[src/rtl/fir_uart_rx_pkg.sv]
// Shared definitions for the FIR UART receive front end.
// Optional build macro: FIR_UART_RX_PARITY_EN (even-parity bit between data and stop).
package fir_uart_pkg;

    localparam int BYTE_W               = 8;
    localparam int DEFAULT_CLKS_PER_BIT = 434;   // 50 MHz / 115200 baud

    typedef enum logic [2:0] {
        IDLE   = 3'd0,
        START  = 3'd1,
        DATA   = 3'd2,
        STOP   = 3'd3,
        PARITY = 3'd4
    } rx_state_t;

    // Even parity of a data byte: the parity bit on the line must equal this.
    function automatic logic even_parity(input logic [BYTE_W-1:0] data);
        return ^data;
    endfunction

endpackage

[src/rtl/fir_uart_rx_byte.sv]
// UART byte receiver: 2-flop synchroniser plus 8N1 bit FSM (8E1 when
// FIR_UART_RX_PARITY_EN is defined). byte_done_o / byte_err_o are decoded
// from registered state in the stop-bit sample cycle, so the consumer sees
// them on the very edge the stop bit is sampled.
module uart_rx_byte
    import fir_uart_pkg::*;
#(
    parameter int CLKS_PER_BIT = DEFAULT_CLKS_PER_BIT
) (
    input  logic              clk_i,
    input  logic              rst_ni,
    input  logic              rx_i,
    output logic [BYTE_W-1:0] byte_data_o,
    output logic              byte_done_o,
    output logic              byte_err_o
);

    localparam int CW = $clog2(CLKS_PER_BIT);
    localparam logic [CW-1:0] FULL_TERM = CW'(CLKS_PER_BIT - 1);
    localparam logic [CW-1:0] HALF_TERM = CW'(CLKS_PER_BIT / 2 - 1);

    logic              sync1_q;
    logic              sync2_q;
    rx_state_t         state_q,   state_d;
    logic [CW-1:0]     clk_cnt_q, clk_cnt_d;
    logic [2:0]        bit_cnt_q, bit_cnt_d;
    logic [BYTE_W-1:0] shift_q,   shift_d;
    logic              par_err_q, par_err_d;
    logic              done_s;
    logic              err_s;

    // Bring the asynchronous serial line into the clk domain (idle high).
    always_ff @(posedge clk_i or negedge rst_ni) begin
        if (!rst_ni) begin
            sync1_q <= 1'b1;
            sync2_q <= 1'b1;
        end else begin
            sync1_q <= rx_i;
            sync2_q <= sync1_q;
        end
    end

    // Bit FSM: start-bit qualification at half a bit, then mid-bit sampling.
    always_comb begin
        state_d   = state_q;
        clk_cnt_d = clk_cnt_q;
        bit_cnt_d = bit_cnt_q;
        shift_d   = shift_q;
        par_err_d = par_err_q;
        done_s    = 1'b0;
        err_s     = 1'b0;
        case (state_q)
            IDLE: begin
                clk_cnt_d = {CW{1'b0}};
                if (!sync2_q) begin
                    state_d = START;
                end else begin
                    state_d = IDLE;
                end
            end
            START: begin
                if (clk_cnt_q == HALF_TERM) begin
                    clk_cnt_d = {CW{1'b0}};
                    bit_cnt_d = 3'd0;
                    par_err_d = 1'b0;
                    // A line that is high again at mid start bit was a glitch.
                    if (!sync2_q) begin
                        state_d = DATA;
                    end else begin
                        state_d = IDLE;
                    end
                end else begin
                    clk_cnt_d = clk_cnt_q + CW'(1);
                end
            end
            DATA: begin
                if (clk_cnt_q == FULL_TERM) begin
                    clk_cnt_d = {CW{1'b0}};
                    shift_d   = {sync2_q, shift_q[BYTE_W-1:1]};
                    bit_cnt_d = bit_cnt_q + 3'd1;
                    if (bit_cnt_q == 3'd7) begin
`ifdef FIR_UART_RX_PARITY_EN
                        state_d = PARITY;
`else
                        state_d = STOP;
`endif
                    end else begin
                        state_d = DATA;
                    end
                end else begin
                    clk_cnt_d = clk_cnt_q + CW'(1);
                end
            end
`ifdef FIR_UART_RX_PARITY_EN
            PARITY: begin
                if (clk_cnt_q == FULL_TERM) begin
                    clk_cnt_d = {CW{1'b0}};
                    par_err_d = sync2_q ^ even_parity(shift_q);
                    state_d   = STOP;
                end else begin
                    clk_cnt_d = clk_cnt_q + CW'(1);
                end
            end
`endif
            STOP: begin
                if (clk_cnt_q == FULL_TERM) begin
                    clk_cnt_d = {CW{1'b0}};
                    par_err_d = 1'b0;
                    state_d   = IDLE;
                    // Parity errors are reported here so both error kinds
                    // share a single report point.
                    if (sync2_q && !par_err_q) begin
                        done_s = 1'b1;
                    end else begin
                        err_s = 1'b1;
                    end
                end else begin
                    clk_cnt_d = clk_cnt_q + CW'(1);
                end
            end
            default: begin
                state_d   = IDLE;
                clk_cnt_d = {CW{1'b0}};
                par_err_d = 1'b0;
            end
        endcase
    end

    // FSM, counters and byte shift register.
    always_ff @(posedge clk_i or negedge rst_ni) begin
        if (!rst_ni) begin
            state_q   <= IDLE;
            clk_cnt_q <= {CW{1'b0}};
            bit_cnt_q <= 3'd0;
            shift_q   <= {BYTE_W{1'b0}};
            par_err_q <= 1'b0;
        end else begin
            state_q   <= state_d;
            clk_cnt_q <= clk_cnt_d;
            bit_cnt_q <= bit_cnt_d;
            shift_q   <= shift_d;
            par_err_q <= par_err_d;
        end
    end

    assign byte_data_o = shift_q;
    assign byte_done_o = done_s;
    assign byte_err_o  = err_s;

endmodule

[src/rtl/fir_uart_rx.sv]
// FIR upstream stage: UART bytes -> WIDTH-bit samples (low byte first),
// delivered to the FIR with a one-cycle valid pulse while fir_ready is high.
// Optional build macro: FIR_UART_RX_PARITY_EN (even parity per byte).
module fir_uart_rx
    import fir_uart_pkg::*;
#(
    parameter int WIDTH        = 16,
    parameter int CLKS_PER_BIT = DEFAULT_CLKS_PER_BIT
) (
    input  logic             clk,
    input  logic             rst,
    input  logic             rx,
    input  logic             fir_ready,
    output logic [WIDTH-1:0] sample_out,
    output logic             sample_valid,
    output logic             frame_err,
    output logic             overrun
);

    localparam int BYTES = WIDTH / BYTE_W;
    localparam int IW    = $clog2(BYTES) + 1;

    logic [BYTE_W-1:0] byte_data_s;
    logic              byte_done_s;
    logic              byte_err_s;

    logic [IW-1:0]    idx_q,     idx_d;
    logic [WIDTH-1:0] sreg_q,    sreg_d;
    logic [WIDTH-1:0] hold_q,    hold_d;
    logic [WIDTH-1:0] out_q,     out_d;
    logic             pending_q, pending_d;
    logic             valid_q,   valid_d;
    logic             ferr_q,    ferr_d;
    logic             ovr_q,     ovr_d;
    logic [WIDTH-1:0] assembled_s;
    logic             last_s;
    logic             complete_s;
    logic             deliver_s;

    uart_rx_byte #(
        .CLKS_PER_BIT (CLKS_PER_BIT)
    ) u_byte (
        .clk_i       (clk),
        .rst_ni      (rst),
        .rx_i        (rx),
        .byte_data_o (byte_data_s),
        .byte_done_o (byte_done_s),
        .byte_err_o  (byte_err_s)
    );

    // Shift register with the incoming byte dropped into its lane.
    always_comb begin
        assembled_s = sreg_q;
        for (int k = 0; k < BYTES; k++) begin
            if (idx_q == IW'(k)) begin
                assembled_s[k*BYTE_W +: BYTE_W] = byte_data_s;
            end else begin
                assembled_s[k*BYTE_W +: BYTE_W] = sreg_q[k*BYTE_W +: BYTE_W];
            end
        end
    end

    assign last_s     = (idx_q == IW'(BYTES - 1));
    assign complete_s = byte_done_s && last_s;
    assign deliver_s  = pending_q && fir_ready;

    // Byte assembly, holding register, delivery and overrun decisions.
    always_comb begin
        idx_d     = idx_q;
        sreg_d    = sreg_q;
        hold_d    = hold_q;
        out_d     = out_q;
        pending_d = pending_q;
        valid_d   = deliver_s;
        ferr_d    = byte_err_s;
        ovr_d     = 1'b0;

        if (byte_done_s) begin
            sreg_d = assembled_s;
            if (last_s) begin
                idx_d = {IW{1'b0}};
            end else begin
                idx_d = idx_q + IW'(1);
            end
        end else if (byte_err_s) begin
            // A bad byte abandons the partially built sample.
            idx_d = {IW{1'b0}};
        end else begin
            idx_d = idx_q;
        end

        if (deliver_s) begin
            // Output register keeps the delivered value even if the holding
            // register is refilled on this same edge.
            out_d = hold_q;
            if (complete_s) begin
                hold_d    = assembled_s;
                pending_d = 1'b1;
            end else begin
                pending_d = 1'b0;
            end
        end else if (complete_s) begin
            if (pending_q) begin
                ovr_d = 1'b1;
            end else begin
                hold_d    = assembled_s;
                pending_d = 1'b1;
            end
        end else begin
            pending_d = pending_q;
        end
    end

    // Assembly/delivery state and registered outputs.
    always_ff @(posedge clk or negedge rst) begin
        if (!rst) begin
            idx_q     <= {IW{1'b0}};
            sreg_q    <= {WIDTH{1'b0}};
            hold_q    <= {WIDTH{1'b0}};
            out_q     <= {WIDTH{1'b0}};
            pending_q <= 1'b0;
            valid_q   <= 1'b0;
            ferr_q    <= 1'b0;
            ovr_q     <= 1'b0;
        end else begin
            idx_q     <= idx_d;
            sreg_q    <= sreg_d;
            hold_q    <= hold_d;
            out_q     <= out_d;
            pending_q <= pending_d;
            valid_q   <= valid_d;
            ferr_q    <= ferr_d;
            ovr_q     <= ovr_d;
        end
    end

    assign sample_out   = out_q;
    assign sample_valid = valid_q;
    assign frame_err    = ferr_q;
    assign overrun      = ovr_q;

endmodule

[config.mk]
export PLATFORM = sky130hd
export DESIGN_NAME = fir_uart_rx
export DESIGN_NICKNAME = d
export VERILOG_FILES = /design/src/rtl/fir_uart_rx_pkg.sv /design/src/rtl/fir_uart_rx_byte.sv /design/src/rtl/fir_uart_rx.sv
export SDC_FILE = /design/constraint.sdc
export NUM_CORES = 1
export LEC_CHECK = 0
export ABC_AREA = 1
export BUFFER_PORTS_ARGS = -buffer_cell sky130_fd_sc_hd__buf_2
export CORE_ASPECT_RATIO = 1.4
export CORE_MARGIN = 2
export CORE_UTILIZATION = 40
export CTS_BUF_LIST = sky130_fd_sc_hd__clkbuf_4
export DETAILED_ROUTE_END_ITERATION = 8
export PLACE_DENSITY = 0.6
export SYNTH_ARGS = -nofsm -noshare
export SYNTH_HDL_FRONTEND = slang
export SYNTH_SLANG_ARGS = --single-unit
[constraint.sdc]
create_clock -name clk -period 1.6 [get_ports clk]
set_input_delay 0.08 -clock clk [delete_from_list [all_inputs] [get_ports clk]]
set_output_delay 0.08 -clock clk [all_outputs]
set_load 0.005 [all_outputs]
# Yosys cells after proc, flatten, opt, wreduce, memory -nomap -nowiden
# Cells that the tools add are included.
# Widths: inputs -> output; s select.
# op_classes
n_addsub	3
eq_ne	11
mux	37
n_bitwise	1
n_reduce_logical	16
# op_table
cell	count
$mux 16	4
$mux 9	2
$pmux 9 s2	1
$mux 1	16
$mux 8	2
$mux 3	5
$pmux 3 s4	1
$add 9x1->9 const B	1
$eq 9x8->1 const B	1
$eq 9x9->1 const B	1
$reduce_and 3->1	3
$mux 2	4
$ne 2x1->1 const B	4
$eq 3x2->1 const B	2
$pmux 3 s2	1
$reduce_bool 2->1	3
$reduce_and 2->1	2
$reduce_or 2->1	2
$add 3x1->3 const B	1
$eq 3x1->1 const B	1
$eq 3x3->1 const B	1
$logic_and 1x1->1	3
$logic_not 3->1	1
$pmux 1 s3	1
other kinds (5)	5
# word_totals
register_bits	80
inputBits	4
elab_cells	83

# Logic depth before layout (Yosys ltp)
# depth
depth_word	8
mapped_depth	10
ltp_nobuf	9

# Hierarchy
# From an unflattened synthesis, not the netlist that was laid out.
# unflattened
hier_cells	428
area_unflattened_um2	3489.6
# by_module_without_submodules
module	instances	cells_per_inst	area_each_um2	seq_area_each_um2
fir_uart_rx	1	278	2287.2	1351.3
uart_rx_byte	1	150	1202.4	603.1

# Worst setup path before layout
# No wires, ideal clock.
# synth_timing
path_kind	register to register
from	reg u_byte.clk_cnt_q[1]
to	reg sreg_q[10]
setup_ns	0.117
arrival_time_ns	1.278
required_ns	1.483
path_slack_ns	0.205
stages_incl_launch_ff	10
path_buffers	2
cell_sequence	dfrtp_1 inv_1 ha_1 nand2_1 nor2_4 nand3_2 buf_6 buf_6 nand2_1 nand2_1
# synth_between
elab_chain_len	3
# synth_rtl
item	line_no	text
start: declaration	fir_uart_rx_byte.sv:25	logic [CW-1:0] clk_cnt_q, clk_cnt_d;
start signal: assignment	fir_uart_rx_byte.sv:133	clk_cnt_q <= {CW{1'b0}};
start signal: assignment	fir_uart_rx_byte.sv:139	clk_cnt_q <= clk_cnt_d;
$eq 9x9->1	fir_uart_rx_byte.sv:106	if (clk_cnt_q == FULL_TERM) begin
$mux 1	fir_uart_rx_byte.sv:106	
$mux 1	fir_uart_rx_byte.sv:52	case (state_q)
end signal: assignment	fir_uart_rx.sv:118	sreg_q <= {WIDTH{1'b0}};
end signal: assignment	fir_uart_rx.sv:127	sreg_q <= sreg_d;
end: declaration	fir_uart_rx.sv:28	logic [WIDTH-1:0] sreg_q, sreg_d;
# Every way passes these cells.
# A chain may end at the register's enable or synchronous reset.

# Final worst setup path
# layout_timing
from	reg u_byte.clk_cnt_q[1]
to	reg hold_q[12]
# layout_between
elab_chain_len	5
# layout_rtl
item	line_no	text
$eq 9x9->1	fir_uart_rx_byte.sv:106	
$mux 1	fir_uart_rx_byte.sv:106	
$mux 1	fir_uart_rx_byte.sv:52	
$logic_and 1x1->1	fir_uart_rx.sv:64	assign complete_s = byte_done_s && last_s;
$reduce_and 2->1 (no line)	-	
end signal: assignment	fir_uart_rx.sv:119	hold_q <= {WIDTH{1'b0}};
end signal: assignment	fir_uart_rx.sv:128	hold_q <= hold_d;
end: declaration	fir_uart_rx.sv:29	logic [WIDTH-1:0] hold_q, hold_d;
# Every way passes these cells.

==> impl_results.md <==
* Syn-to-layout area delta at 15.3%
* Syn. warnings at 0
* WP data arrival at 1.93 ns
* IO Port Bufs at 22
* Internal reg-to-reg setup slack at 0.06 ns
* Clock Sink Count at 78
* Final Cell Area at 3990 sq um
* Final setup violation count at 0
* Max Slew Vio Count at 0
* Final non-filler cell total at between 500 and 600
* Flops & latches, synth at 78
* Max frequency at 649 MHz
* Hold WC Path Type: primary input to asynchronous set/reset pin
* Post-synth top area cell: dfrtp_1
* Sequential share of the synthesized area at 56.5%
* WP buf/inv at 2
* CTS tree: built
* Grt met1 use at 18.4%
* Syn nets at around 430
* Most numerous cell in the Yosys netlist: nand2_1
* Ys flop type: dfrtp_1
* Antenna violations before repair at 0
* GR Layer Usage met2 at 28.8%
* Fraction of layout cells with a size suffix above 1 at 16.5%
* Global Route Usage Sum at between 10% and 20%
* Starting Density at 40.7%
* Reg2reg path depth at 9
* CP max FO at 8
* Clk Latency, worst-skew pair at 0.44 ns
* Vias in the first global route at approximately 2700
* Setup crit end kind: flip-flop
* Final Cycle Share at 96.2%
* R2R Path End: hold_q[12]$_DFFE_PN0P_
* TritonCTS Buffers at 9
* Leakage at 2.16 nW
* Core area at between 8000 and 9000 sq um
* Top cells by count, synth: 184 x nand2_1, 76 x dfrtp_1, 34 x nor2_1
* Power, Total at about 3.2 mW
* CP top delay family: simple AND/OR/NAND/NOR gates
* Crit path kind: flip-flop to flip-flop
* Synth cell types at 29
* Slowest CP cell: dfrtp_1
* First drt pass iteration count at 4
* Top cell type's share of synthesized area at between 50% and 60%
* P per Cell Area at 800 nW/um^2
* First-pass GRT wire length at ~12000 um
* Status: completed
* Drt wl/cell at 12.4 um
* CP required at 1.99 ns
* Most area-consuming cells after synthesis: dfrtp_1 55%, nand2_1 20%, nor2_1 3.7%
* Gate Count Post-Synth at 416
* Row count at 40
* Placed Cells incl. Taps at 544
* Remaining DRCs at 0
* RSZ-0062 raised after global routing: yes
* CP startpoint kind: flip-flop
* Via count at 2696
* Clock Tree Buf Depth at 2
* Grt ovf at 0
* Post-synthesis async set-or-reset flop share at 100%
* Skew final at 0.0189 ns
* Nets at 464
* ANT nets after route at 0
* CTS Root Cell: clkbuf_4
* Worst-Margin Slew at 0.415 ns
* Largest stage delay, worst path at 0.42 ns
* Mapped cell area at 3460 sq um
* Die width at roughly 83 um
* CTS H-tree lvls at 3
* Fin crit period at between 1.5 and 2 ns
* DRT iter0 DRCs at between 200 and 250
* Final hold violation count at 0
* Crit-path cells: inv_2 > ha_4 > nand2_2 > nor2_4 > nand3_4 > nor2_4 > clkbuf_16 > nand3_1 > nand2_1
* DR vias/cell at 4.77
* Reg-to-Reg Start: u_byte.clk_cnt_q[1]$_DFF_PN0_
* DP Area at 3720 sq um
* Die area at 9420 sq um
* Max-cap violation count at 0
* Io pins at 23
* Chip height at between 100 and 150 um
* WHS at 0.0314 ns
* Routability cong. at 0.846
* CTS clk-pin slew, worst paths at roughly 0.13 ns
* Post-synth EDFFs at 0
* VDD IR max at 0.438 mV
* Ant diodes at 0
* Most Crowded Layer GR: met2
* Rel. slew slack at 72.2%
* Largest net degree at the start of global routing at 28
* CP most frequent cell: nor2_4
* DP HPWL at approximately 4900 um
* Avg Cell Area, Syn at ~8.3 sq um
* Post-Route WL at 7010 um
* GRT met3 Usage at ~3.5%
## layer usage
metal	up-vias	wire length (um)
li1	1367	-
met1	1271	2950
met2	47	3650
met3	11	253
met4	0	163
met5	-	0
## metrics by stage
step / TNS [ns] / setup WS [ns] / util (%)
finish: 0 / 0.0601 / 46.9
global route: -0.597 / -0.0484 / 46.9
CTS: -0.00941 / -0.00714 / 45.6
detailed placement: 0 / 0.0262 / 43.7
global placement: 0 / 0.0608 / 43.7
floorplan: 0 / 0.205 / -
## worst max path at each step
stage | start | to | slack (ns) | cells past startpoint
after detailed placement | u_byte.clk_cnt_q[1]$_DFF_PN0_ | sreg_q[8]$_DFFE_PN0P_ | 0.03 | 9
after global routing | u_byte.clk_cnt_q[0]$_DFF_PN0_ | u_byte.bit_cnt_q[2]$_DFFE_PN0P_ | -0.05 | 10
after floorplan | u_byte.clk_cnt_q[1]$_DFF_PN0_ | sreg_q[10]$_DFFE_PN0P_ | 0.20 | 9
final | u_byte.clk_cnt_q[1]$_DFF_PN0_ | hold_q[12]$_DFFE_PN0P_ | 0.06 | 9
after global placement | u_byte.clk_cnt_q[1]$_DFF_PN0_ | sreg_q[1]$_DFFE_PN0P_ | 0.06 | 9
after CTS | u_byte.clk_cnt_q[1]$_DFF_PN0_ | hold_q[8]$_DFFE_PN0P_ | -0.007 | 8
## kinds of logic (layout without fill, tap and decap cells)
group | after synthesis | after routing | synth area share, %
AO/OA/AOI/OAI | 31 | 31 | 4.63
XOR/XNOR | 2 | 2 | 0.506
adder cells (fa/ha/maj) | 5 | 5 | 1.81
buffers and inverters | 44 | 88 | 6.22
flip-flops | 78 | 78 | 56.5
AND/OR/NAND/NOR | 256 | 256 | 30.3
## sequential cells by signal, indices dropped and copies added (netlist names), 2 cells and up
register            flops
u_byte.byte_data_o      8
sample_out             16
hold_q                 16
idx_q                   2
sreg_q                 16
u_byte.state_q          2
u_byte.bit_cnt_q        3
u_byte.clk_cnt_q        9
## final cells by class
cell class,instances,area [sq um]
clock inverters,7,65.1
inverters,33,134
multi-input cells,294,1340
clock buffers,9,67.6
fillers,851,4520
flip-flops and latches,78,1960
well taps,105,131
repair buffers,39,300
## cells in the final DEF (no fill, tap or decap), types with 2 or more instances in the layout
cell	count
clkinv_2	3
nor2_1	34
o21ai_0	19
dfrtp_1	75
nand2_1	180
nor2_4	4
nand3_1	24
nor3_1	2
nand3_2	2
clkbuf_4	9
clkinv_1	2
inv_1	28
dfstp_2	2
nand2_2	5
buf_2	21
buf_12	3
buf_4	12
inv_2	2
a21oi_1	9
dlygate4sd3_1	2
ha_1	4
## power by group
part | total [mW] | switching [mW] | leakage, nW | internal (mW)
clock network | 1.16 | 0.692 | 0.0731 | 0.465
logic | 0.0578 | 0.0424 | 1.02 | 0.0154
registers | 1.98 | 0.00145 | 1.07 | 1.98
total | 3.19 | 0.736 | 2.16 | 2.46
## timing repair
action,CTS,global route
buffers inserted,0,2
hold buffers,2,0
pin swaps,0,3
endpoints found under the setup margin,7,42
gates resized for setup,1,17
cloned,0,1
endpoints found under the hold margin,79,0
(Power assumes the default switching activity.)
